### src/rtl/pwm_fade_ctrl.sv
// rtl/pwm_fade_ctrl.sv - light-level to PWM stage with per-period duty fading (PWM_FADE_EN selects stepped fade, else single jump)
module pwm_fade_ctrl #(
  parameter int unsigned STEP = 16
) (
  input  logic       i_clk,
  input  logic       i_reset,
  input  logic       i_tick,
  input  logic [2:0] i_level,
  output logic       o_pwm,
  output logic [9:0] o_duty,
  output logic       o_busy
);

  typedef enum logic [1:0] {
    ST_IDLE = 2'd0,
    ST_UP   = 2'd1,
    ST_DOWN = 2'd2
  } state_t;

`ifdef PWM_FADE_EN
  localparam logic [10:0] STEP_AMT = 11'(STEP);
`else
  // A step no smaller than the full duty range lets one boundary reach any target.
  localparam logic [10:0] STEP_AMT = 11'(STEP) | 11'd1023;
`endif

  logic [9:0]  cnt_q, cnt_d;
  logic [9:0]  duty_q, duty_d;
  logic [9:0]  target_q, target_d;
  logic        pwm_q, pwm_d;
  state_t      state_q, state_d;
  logic        boundary;
  logic [10:0] sum;
  logic [10:0] diff;

  // Map the light state onto its duty target; out-of-range states mean off.
  always_comb begin
    target_d = 10'd0;
    case (i_level)
      3'd1:    target_d = 10'd256;
      3'd2:    target_d = 10'd512;
      3'd3:    target_d = 10'd768;
      3'd4:    target_d = 10'd1023;
      default: target_d = 10'd0;
    endcase
  end

  // Free-running period counter; the last tick of a period is the only place duty may move.
  always_comb begin
    cnt_d    = cnt_q;
    boundary = i_tick && (cnt_q == 10'd1023);
    if (i_tick) begin
      cnt_d = cnt_q + 10'd1;
    end
  end

  // Fade direction follows the live duty/target comparison every cycle.
  always_comb begin
    state_d = ST_IDLE;
    if (duty_q < target_q) begin
      state_d = ST_UP;
    end else if (duty_q > target_q) begin
      state_d = ST_DOWN;
    end
  end

  // Step duty toward target at a boundary, clamping so it never overshoots.
  always_comb begin
    duty_d = duty_q;
    sum    = {1'b0, duty_q} + STEP_AMT;
    diff   = {1'b0, duty_q} - STEP_AMT;
    if (boundary) begin
      case (state_d)
        ST_UP:   duty_d = (sum >= {1'b0, target_q}) ? target_q : sum[9:0];
        ST_DOWN: duty_d = (diff[10] || (diff <= {1'b0, target_q})) ? target_q : diff[9:0];
        default: duty_d = duty_q;
      endcase
    end
  end

  // Full-scale duty must stay high across the counter wrap.
  always_comb begin
    pwm_d = (cnt_q < duty_q) || (duty_q == 10'd1023);
  end

  // State registers; reset forces the lamp off immediately.
  always_ff @(posedge i_clk) begin
    if (i_reset) begin
      cnt_q    <= 10'd0;
      duty_q   <= 10'd0;
      target_q <= 10'd0;
      pwm_q    <= 1'b0;
      state_q  <= ST_IDLE;
    end else begin
      cnt_q    <= cnt_d;
      duty_q   <= duty_d;
      target_q <= target_d;
      pwm_q    <= pwm_d;
      state_q  <= state_d;
    end
  end

  assign o_pwm  = pwm_q;
  assign o_duty = duty_q;
  assign o_busy = (state_q != ST_IDLE);

endmodule

### config.mk
export PLATFORM = sky130hd
export DESIGN_NAME = pwm_fade_ctrl
export DESIGN_NICKNAME = d
export VERILOG_FILES = /design/src/rtl/pwm_fade_ctrl.sv
export SDC_FILE = /design/constraint.sdc
export NUM_CORES = 1
export LEC_CHECK = 0
export BUFFER_PORTS_ARGS = -buffer_cell sky130_fd_sc_hd__buf_2
export CORE_ASPECT_RATIO = 0.6
export CORE_MARGIN = 2
export CORE_UTILIZATION = 30
export CTS_CLUSTER_DIAMETER = 50
export DETAILED_ROUTE_END_ITERATION = 16
export RECOVER_POWER = 100
export SLEW_MARGIN = 20
export SYNTH_ARGS = -nofsm -noshare
export SYNTH_HDL_FRONTEND = slang
export SYNTH_SLANG_ARGS = --single-unit
export TNS_END_PERCENT = 20
### constraint.sdc
create_clock -name i_clk -period 7.1 [get_ports i_clk]
set_input_delay 0.71 -clock i_clk [delete_from_list [all_inputs] [get_ports i_clk]]
set_output_delay 0.71 -clock i_clk [all_outputs]
set_load 0.03 [all_outputs]
## After elaboration in Yosys (flattened, before gate mapping)

Index checks and enable logic that the tools add are counted.

- Register bits after elaboration: 33
- Word-level logic and storage cells: 33
- Output and inout bits: 12
- Input port bits: 6

- Magnitude comparators: 5
- Equal/unequal tests: 8
- Add/subtract/negate cells: 3
- Reduce and logical (&&, ||, !) cells: 6
- Mux-type cells: 6

Operators with widths:

| operator | number |
|---|---|
| case mux 10 bit (4 select lines) | 1 |
| == test 10 bit (second input constant) | 2 |
| less-than comparator 10 bit | 2 |
| 2-to-1 mux 10 bit | 2 |
| case mux 10 bit (2 select lines) | 1 |
| adder 10 x 10 -> 11 bit (second input constant) | 1 |
| >= comparator 11 x 10 -> 1 bit | 1 |
| <= comparator 11 x 10 -> 1 bit | 1 |
| subtractor 10 x 10 -> 11 bit (second input constant) | 1 |
| adder 10 x 1 -> 10 bit (second input constant) | 1 |
| > comparator 10 bit | 1 |
| == test 3 x 2 -> 1 bit (second input constant) | 2 |
| 2-to-1 mux 2 bit | 2 |
| nonzero test 2 bit | 2 |
| == test 3 x 1 -> 1 bit (second input constant) | 1 |
| == test 3 bit (second input constant) | 1 |
| == test 2 x 1 -> 1 bit (second input constant) | 1 |
| == test 2 bit (second input constant) | 1 |
| logical OR 1 bit | 2 |
| AND reduction 2 bit | 1 |
| logical AND 1 bit | 1 |

## Logic depth before layout (Yosys ltp)

Gate-level depths: netlist (run 1).

- Word-level depth: 6
- Gate-level depth with buffers: 14
- Mapped depth without buffers: 13

## Worst setup path before layout (run 1)

OpenSTA, ideal clock, no wires.

- Path type: register -> register
- From: reg duty_q[2] (netlist: o_duty[2])
- To: reg duty_q[3] (netlist: o_duty[3])
- Setup time: 0.119 ns
- Required time: 6.981 ns
- Cell stages (with the launch flop): 15
- Path slack: 3.852 ns
- Arrival: 3.129 ns
- Path through: dfxtp_1 > clkbuf_8 > and3_2 > and3_1 > nand3_1 > xnor2_1 > inv_1 > ha_1 > nand4_1 > nor2_1 > a221o_1 > a2111o_1 > and2_2 > a21oi_2 > nor3_1

- Longest elaborated chain between the ends: 6

Ends and longest elaborated chain:

| element | RTL line | RTL |
|---|---|---|
| start, declared | 28 | `logic [9:0] duty_q, duty_d;` |
| start signal, assigned | 96 | `duty_q <= duty_d;` |
| branches (longest 6 deep; another with subtractor 10 x 10 -> 11 bit) | - |  |

Several ways; the timed one is not identified.
A chain may end at the register's enable or synchronous reset.

## Worst setup path in the final report (run 1)

- From: reg target_q[7]
- To: reg duty_q[3] (netlist: o_duty[3])

- Longest elaborated chain between the ends: 6

Ends and longest elaborated chain:

| element | RTL line | RTL |
|---|---|---|
| start, declared | 29 | `logic [9:0] target_q, target_d;` |
| start signal, assigned | 97 | `target_q <= target_d;` |
| > comparator 10 bit | 62 | `end else if (duty_q > target_q) begin` |
| 2-to-1 mux 2 bit | 62 |  |
| 2-to-1 mux 2 bit | 60 | `if (duty_q < target_q) begin` |
| == test 2 bit or == test 2 x 1 -> 1 bit (tied branches) | 73 | `case (state_d)` |
| nonzero test 2 bit (no source line) | - |  |
| AND reduction 2 bit (no source line) | - |  |

Several ways; a longest one is shown, not always the timed one.

==> results of run 1 <==
[layer usage]
layer | GRT usage [%] | share of wire [%] | vias up
met5 | 0 | 0 | -
met4 | 1.47 | 0.19 | 0
met3 | 4.88 | 10 | 2
met2 | 17.8 | 37 | 62
met1 | 21.6 | 53 | 841
li1 | - | - | 989
[cells in the mapped netlist, types with 7 or more instances]
library cell,n
sky130_fd_sc_hd__a21oi_1,14
sky130_fd_sc_hd__dfxtp_1,26
sky130_fd_sc_hd__ha_1,41
sky130_fd_sc_hd__inv_1,18
sky130_fd_sc_hd__nand2_1,16
sky130_fd_sc_hd__nand3_1,12
sky130_fd_sc_hd__nand4_1,11
sky130_fd_sc_hd__nor2_1,26
sky130_fd_sc_hd__nor3_1,7
sky130_fd_sc_hd__o21ai_0,11
sky130_fd_sc_hd__xnor2_1,16
sky130_fd_sc_hd__xor2_1,7
[path summary, 6_finish.rpt]
check                                               to                    from
worst max-delay path            o_duty[3]$_SDFFE_PP0P_  target_q[7]$_SDFF_PP0_
worst min register to register   cnt_q[5]$_SDFFE_PP0P_   cnt_q[5]$_SDFFE_PP0P_
worst max register to register  o_duty[3]$_SDFFE_PP0P_  target_q[7]$_SDFF_PP0_
worst min-delay path             cnt_q[5]$_SDFFE_PP0P_   cnt_q[5]$_SDFFE_PP0P_
[worst max-delay path: stages, from the launching register on]
cell                        delay (ps)
sky130_fd_sc_hd__dfxtp_1           360
sky130_fd_sc_hd__inv_1             610
sky130_fd_sc_hd__ha_1              390
sky130_fd_sc_hd__a211oi_1          220
sky130_fd_sc_hd__nor2_1             70
sky130_fd_sc_hd__a2111oi_0        1100
sky130_fd_sc_hd__o2111a_1          630
sky130_fd_sc_hd__o221ai_2          190
sky130_fd_sc_hd__a21oi_1           250
sky130_fd_sc_hd__nor3_1             80
[cells by family after synthesis]
family | count (synthesis) | synth area share (%)
xor gates and xnor gates | 23 | 9.07
AOI/OAI and AO/OA | 50 | 15.4
and+or+nand+nor | 98 | 22.9
DFF | 26 | 23.4
adders and majority gates | 41 | 23.1
muxes | 1 | 0.451
buffers and inverters | 24 | 5.58
[power groups by stage]
stage,Sequential [mW],Clock (mW),Combinational (mW)
2_1_floorplan,0.155,0,0.0278
3_3_place_gp,0.155,0,0.0379
3_5_place_dp,0.155,0,0.0384
4_1_cts,0.151,0.166,0.0388
5_1_grt,0.152,0.172,0.0432
6_report,0.151,0.162,0.0375
[final cells by class]
type	instances	share of cell area (%)
Clock inverter	1	1.23
Inverter	19	2.92
Multi-Input combinational cell	213	64.0
Clock buffer	3	3.07
Timing Repair Buffer	17	2.81
Tap cell	91	4.66
Sequential cell	26	21.3
[sequential cells by signal, indices dropped and copies added, names as in the netlist]
name      flops
o_pwm         1
o_duty       10
state_q       2
cnt_q        10
target_q      3
[stage by stage]
| step | hold WS (ps) | cells | worst slack, ps | power, mW |
|---|---|---|---|---|
| floorplan | 480 | 263 | 3850 | 0.183 |
| global placement | 517 | 366 | 3160 | 0.193 |
| detailed placement | 536 | 366 | 3300 | 0.193 |
| CTS | 545 | 370 | 3270 | 0.356 |
| global route | 575 | 370 | 2430 | 0.367 |
| finish | 539 | 370 | 3030 | 0.351 |
==> out/metrics.yaml, run 1 <==
detailed_routing:
  post-route-drc-count: 0
  route.vias.total: 1894
  totalWireLength_um: 5330
  first_iteration_detailed_routing_drc_count: 106
  detail-route-antenna-nets: 0
  firstDrtPassIters: 4
  routed_wire_length_per_instance_um: 14.4
  viasPerCell: 5.12
cells_and_area:
  area.growth.synth_to_final_pct: 10.1
  final_cell_mix: "41 x sky130_fd_sc_hd__ha_1, 26 x sky130_fd_sc_hd__nor2_1, 26 x sky130_fd_sc_hd__dfxtp_1, 18 x sky130_fd_sc_hd__inv_1"
  mostFrequentLayoutCell: "sky130_fd_sc_hd__ha_1"
  layout.cell_area.non_filler_sq_um: 2440
  post-route-util_pct: 33.9
  layout.area.seq_sq_um: 520
  num-nets-final: 327
  multi_input_comb_area_sq_um: 1570
  post_route_cells_drive_above_1_share_pct: 6.81
  antennaDiodeCount: 0
  fillers: 765
clocking:
  cts-root-buf: "sky130_fd_sc_hd__clkbuf_16"
  htree_levels: 1
  cts.path.max_buffers: 2
  cts_tree: "done"
  clock_sinks: 26
  clock_insertion_delay_worst_skew_ps: 260
  cts_hold_repair.buffers: 0
  post_cts.repair.setup_buffers: 0
  numCtsBuffers: 3
  post_cts_resize_count: 0
  clkTransAtPathRegs_ps: 60
place:
  port-buffer-count: 17
  placement.cell_area_sq_um: 2370
  globalplace.congestion: 0.920
  post-dp-hpwl_um: 4330
floorplanning:
  fp.dieArea_sq_um: 8130
  num_io_pins: 18
  die_h_um: 70.6
  die_w_um: 115
  design.core.area_sq_um: 7210
  core_rows: 24
  effective_utilization_at_floorplan_pct: 30.8
global_route:
  antenna_found_initial: 0
  grt_pass1_vias: 1755
  global_route.overflow_total: 0
  globalRouteTotalUtil_pct: 13.7
  grt_start_max_net_pins: 25
  first_pass_grt_wire_length_um: 8830
synth:
  synth_cell_types: 46
  synth_seq_area_share_pct: 23.4
  synth_enable_flop_cells: 0
  yosys.area.top_type_share_pct: 23.4
  synth-main-ff-cell: "sky130_fd_sc_hd__dfxtp_1"
  synthesis.nets: 310
  syn_avg_cell_area_sq_um: 8.44
  ys_warn_count: 0
  async_reset_ff_share_pct: 0
  synth_area_leaders: "sky130_fd_sc_hd__dfxtp_1 23%, sky130_fd_sc_hd__ha_1 23%, sky130_fd_sc_hd__xnor2_1 6.3%, sky130_fd_sc_hd__nor2_1 4.4%, sky130_fd_sc_hd__a21oi_1 3.2%"
  synth_register_bits: 26
  gate_count_after_technology_mapping: 263
  synth.cell_area_sq_um: 2220
  yosys_top_cell_by_area: "sky130_fd_sc_hd__dfxtp_1"
worst_setup_path:
  arrival_ps: 4170
  reg2regPathDepth: 9
  worst_setup_path_end_kind: "register"
  worst-endpoint-required_ps: 7200
  path_class: "reg2reg"
  worst_setup_path_start_kind: "register"
  setup.reg_to_reg.worst_slack_ps: 3030
  path_max_fanout: 23
power:
  vdd.ir_drop.worst_v: 0.000116
  power.clock.fraction_pct: 46.1
  seq_power_share_pct: 43.2
  p_switching_mw: 0.0753
  switching_share_pct: 21.5
  combPwrFrac_pct: 10.7
  cellPowerDensity_nw_per_um2: 143
  power_leakage_nw: 0.989
  power_report.internal_total_mw: 0.275
timing:
  finalSetupViolations: 0
  min_period_over_period_pct: 57.4
  final_max_slew_viol_count: 0
  finalHoldViolCount: 0
  finalWorstPathRequiredPeriod_ps: 4070
  final.setup.tns_ps: 0
  slew_headroom_pct: 11.3
  grt_setup_unrepaired: "no"
  achievable-frequency_ghz: 0.245
  max_slew.worst_pin.slew_ps: 1300
  fin_skew_ps: 2.10
hold_path:
  hold-path-cell-count: 2
  worst_hold_path_type: "reg2reg"
status:
  status: "complete, no violations"
job:
  cap_viol_max_count: 0
Power figures use the tool's default switching activity.
==> run 2: changes to the inputs <==
==> constraint.sdc (replaced) <==
create_clock -name i_clk -period 4.2 [get_ports i_clk]
set_input_delay 0.42 -clock i_clk [delete_from_list [all_inputs] [get_ports i_clk]]
set_output_delay 0.42 -clock i_clk [all_outputs]
set_load 0.03 [all_outputs]
==> out/metrics.yaml, run 2 (synthesis results as in run 1) <==
job:
  cap_viol_max_count: 0  # unchanged
cells_and_area:
  antennaDiodeCount: 0  # unchanged
  area.growth.synth_to_final_pct: 10.9
  layout.cells.non_filler: 373  # +0.81%
  num-nets-final: 330  # +0.92%
  mostFrequentLayoutCell: "sky130_fd_sc_hd__ha_1"
  post_route_cells_drive_above_1_share_pct: 7.45  # +0.64 points
  final_cell_mix: "41 x sky130_fd_sc_hd__ha_1, 26 x sky130_fd_sc_hd__nor2_1, 26 x sky130_fd_sc_hd__dfxtp_1, 18 x sky130_fd_sc_hd__inv_1"
clocking:
  clkTransAtPathRegs_ps: 60  # about the same
  cts.path.max_buffers: 2  # unchanged
  cts_hold_repair.buffers: 0  # unchanged
  cts_tree: "done"
  post_cts.repair.setup_buffers: 0  # unchanged
  post_cts_resize_count: 0  # unchanged
  clock_insertion_delay_worst_skew_ps: 260  # about the same
  numCtsBuffers: 3  # unchanged
  cts-root-buf: "sky130_fd_sc_hd__clkbuf_16"
  htree_levels: 1  # unchanged
  clock_sinks: 26  # unchanged
floorplanning:
  effective_utilization_at_floorplan_pct: 30.8  # unchanged
  die_w_um: 115  # unchanged
  die_h_um: 70.6  # unchanged
  num_io_pins: 18  # unchanged
  fp.dieArea_sq_um: 8130  # unchanged
  design.core.area_sq_um: 7210  # unchanged
  core_rows: 24  # unchanged
worst_setup_path:
  regToRegStartpoint: "target_q[7]$_SDFF_PP0_"
  arrival_ps: 3690  # -480 ps
  path_class: "reg2reg"
  worst_setup_path_start_kind: "register"
  worst_setup_path_end_kind: "register"
  reg2regPathDepth: 10  # +1
  worst-endpoint-required_ps: 4300  # -2900 ps
  path_max_fanout: 23  # unchanged
  crit_start: "target_q[7]$_SDFF_PP0_"
hold_path:
  hold-path-cell-count: 3  # +1
  hold_path.startpoint: "i_level[1]"
  worst_hold_path_type: "in2reg"
global_route:
  first_pass_grt_wire_length_um: 9400  # +6.5%
  antenna_found_initial: 0  # unchanged
  grt_start_max_net_pins: 25  # unchanged
  grt_pass1_vias: 1824  # +3.9%
  globalRouteTotalUtil_pct: 14.6  # +0.92 points
  global_route.overflow_total: 0  # unchanged
power:
  vdd.ir_drop.worst_v: 0.000165  # +43%
  cellPowerDensity_nw_per_um2: 243  # +70%
  power_leakage_nw: 1.00  # +1.2%
timing:
  slew_headroom_pct: 29.5  # +18 points
  finalWorstPathRequiredPeriod_ps: 3590  # -486 ps
  grt_setup_unrepaired: "no"
  finalSetupViolations: 0  # unchanged
  finalHoldViolCount: 0  # unchanged
  fin_skew_ps: 3.12  # +1.02 ps
  final_max_slew_viol_count: 0  # unchanged
  min_period_over_period_pct: 85.4  # +28 points
  achievable-frequency_ghz: 0.279  # +14%
  final.setup.tns_ps: 0  # unchanged
  max_slew.worst_pin.slew_ps: 1060  # -240 ps
place:
  post-dp-hpwl_um: 4580  # +5.8%
  port-buffer-count: 17  # unchanged
  place_inst: 369  # +0.82%
  globalplace.congestion: 0.926  # +0.64%
detailed_routing:
  routed_wire_length_per_instance_um: 15.2  # +5.3%
  detail-route-antenna-nets: 0  # unchanged
  viasPerCell: 5.25  # +2.5%
  firstDrtPassIters: 5  # +1
  totalWireLength_um: 5660  # +6.1%
  route.vias.total: 1957  # +3.3%
  first_iteration_detailed_routing_drc_count: 114  # +7.5%
  post-route-drc-count: 0  # unchanged
status:
  status: "complete, no violations"
[run 2: layout make-up]
class,instances,area (sq um)
Timing Repair Buffer,20,85.1
Sequential cell,26,520
Inverter,19,71.3
Tap cell,91,114
Fill cell,787,4740
Clock buffer,3,75.1
Clock inverter,1,30.0
Multi-Input combinational cell,213,1570
[run 2: layer usage]
layer  vias to the layer above  track usage, %  wire, um  share of wire, %
met3                         0            2.66       420               7.4
li1                        995               -         -                 -
met4                         0           0.803         0                 0
met2                        55            20.8      2220                39
met1                       907            23.5      3020                53
met5                         -               0         0                 0
[run 2: critical path, stage by stage, from the launching register on]
cell and delay, ps:
sky130_fd_sc_hd__dfxtp_1 390, sky130_fd_sc_hd__inv_1 650, sky130_fd_sc_hd__ha_1 400, sky130_fd_sc_hd__a211oi_1 230, sky130_fd_sc_hd__nor2_1 70, sky130_fd_sc_hd__a2111oi_0 400
sky130_fd_sc_hd__clkbuf_1 360, sky130_fd_sc_hd__o211ai_1 320, sky130_fd_sc_hd__and2_0 310, sky130_fd_sc_hd__a21oi_2 220, sky130_fd_sc_hd__nor3_1 80
[run 2: report_power, final]
group          switching [mW]  leakage (nW)  internal [mW]
clock                  0.0876        0.0511          0.190
sequential            0.00380         0.211          0.252
combinational          0.0422         0.740         0.0242
[run 2: final timing paths]
| path | to | slack, ps |
|---|---|---|
| min reg2reg | cnt_q[7]$_SDFFE_PP0P_ | 540 |
| max | o_duty[5]$_SDFFE_PP0P_ | 610 |
| min | target_q[9]$_SDFF_PP0_ | 430 |
| max reg2reg | o_duty[5]$_SDFFE_PP0P_ | 610 |
[run 2: per-stage QoR]
| step | hold slack, ps | worst slack (ps) | total power, mW | util (%) | instance area (sq um) |
|---|---|---|---|---|---|
| 2_1_floorplan | 480 | 952 | 0.309 | - | 2220 |
| 3_3_place_gp | 510 | 775 | 0.330 | 33.2 | 2390 |
| 3_5_place_dp | 525 | 719 | 0.331 | 33.2 | 2390 |
| 4_1_cts | 423 | 705 | 0.609 | 34.6 | 2490 |
| 5_1_grt | 435 | 241 | 0.624 | 34.2 | 2460 |
| 6_report | 427 | 612 | 0.600 | 34.2 | 2460 |
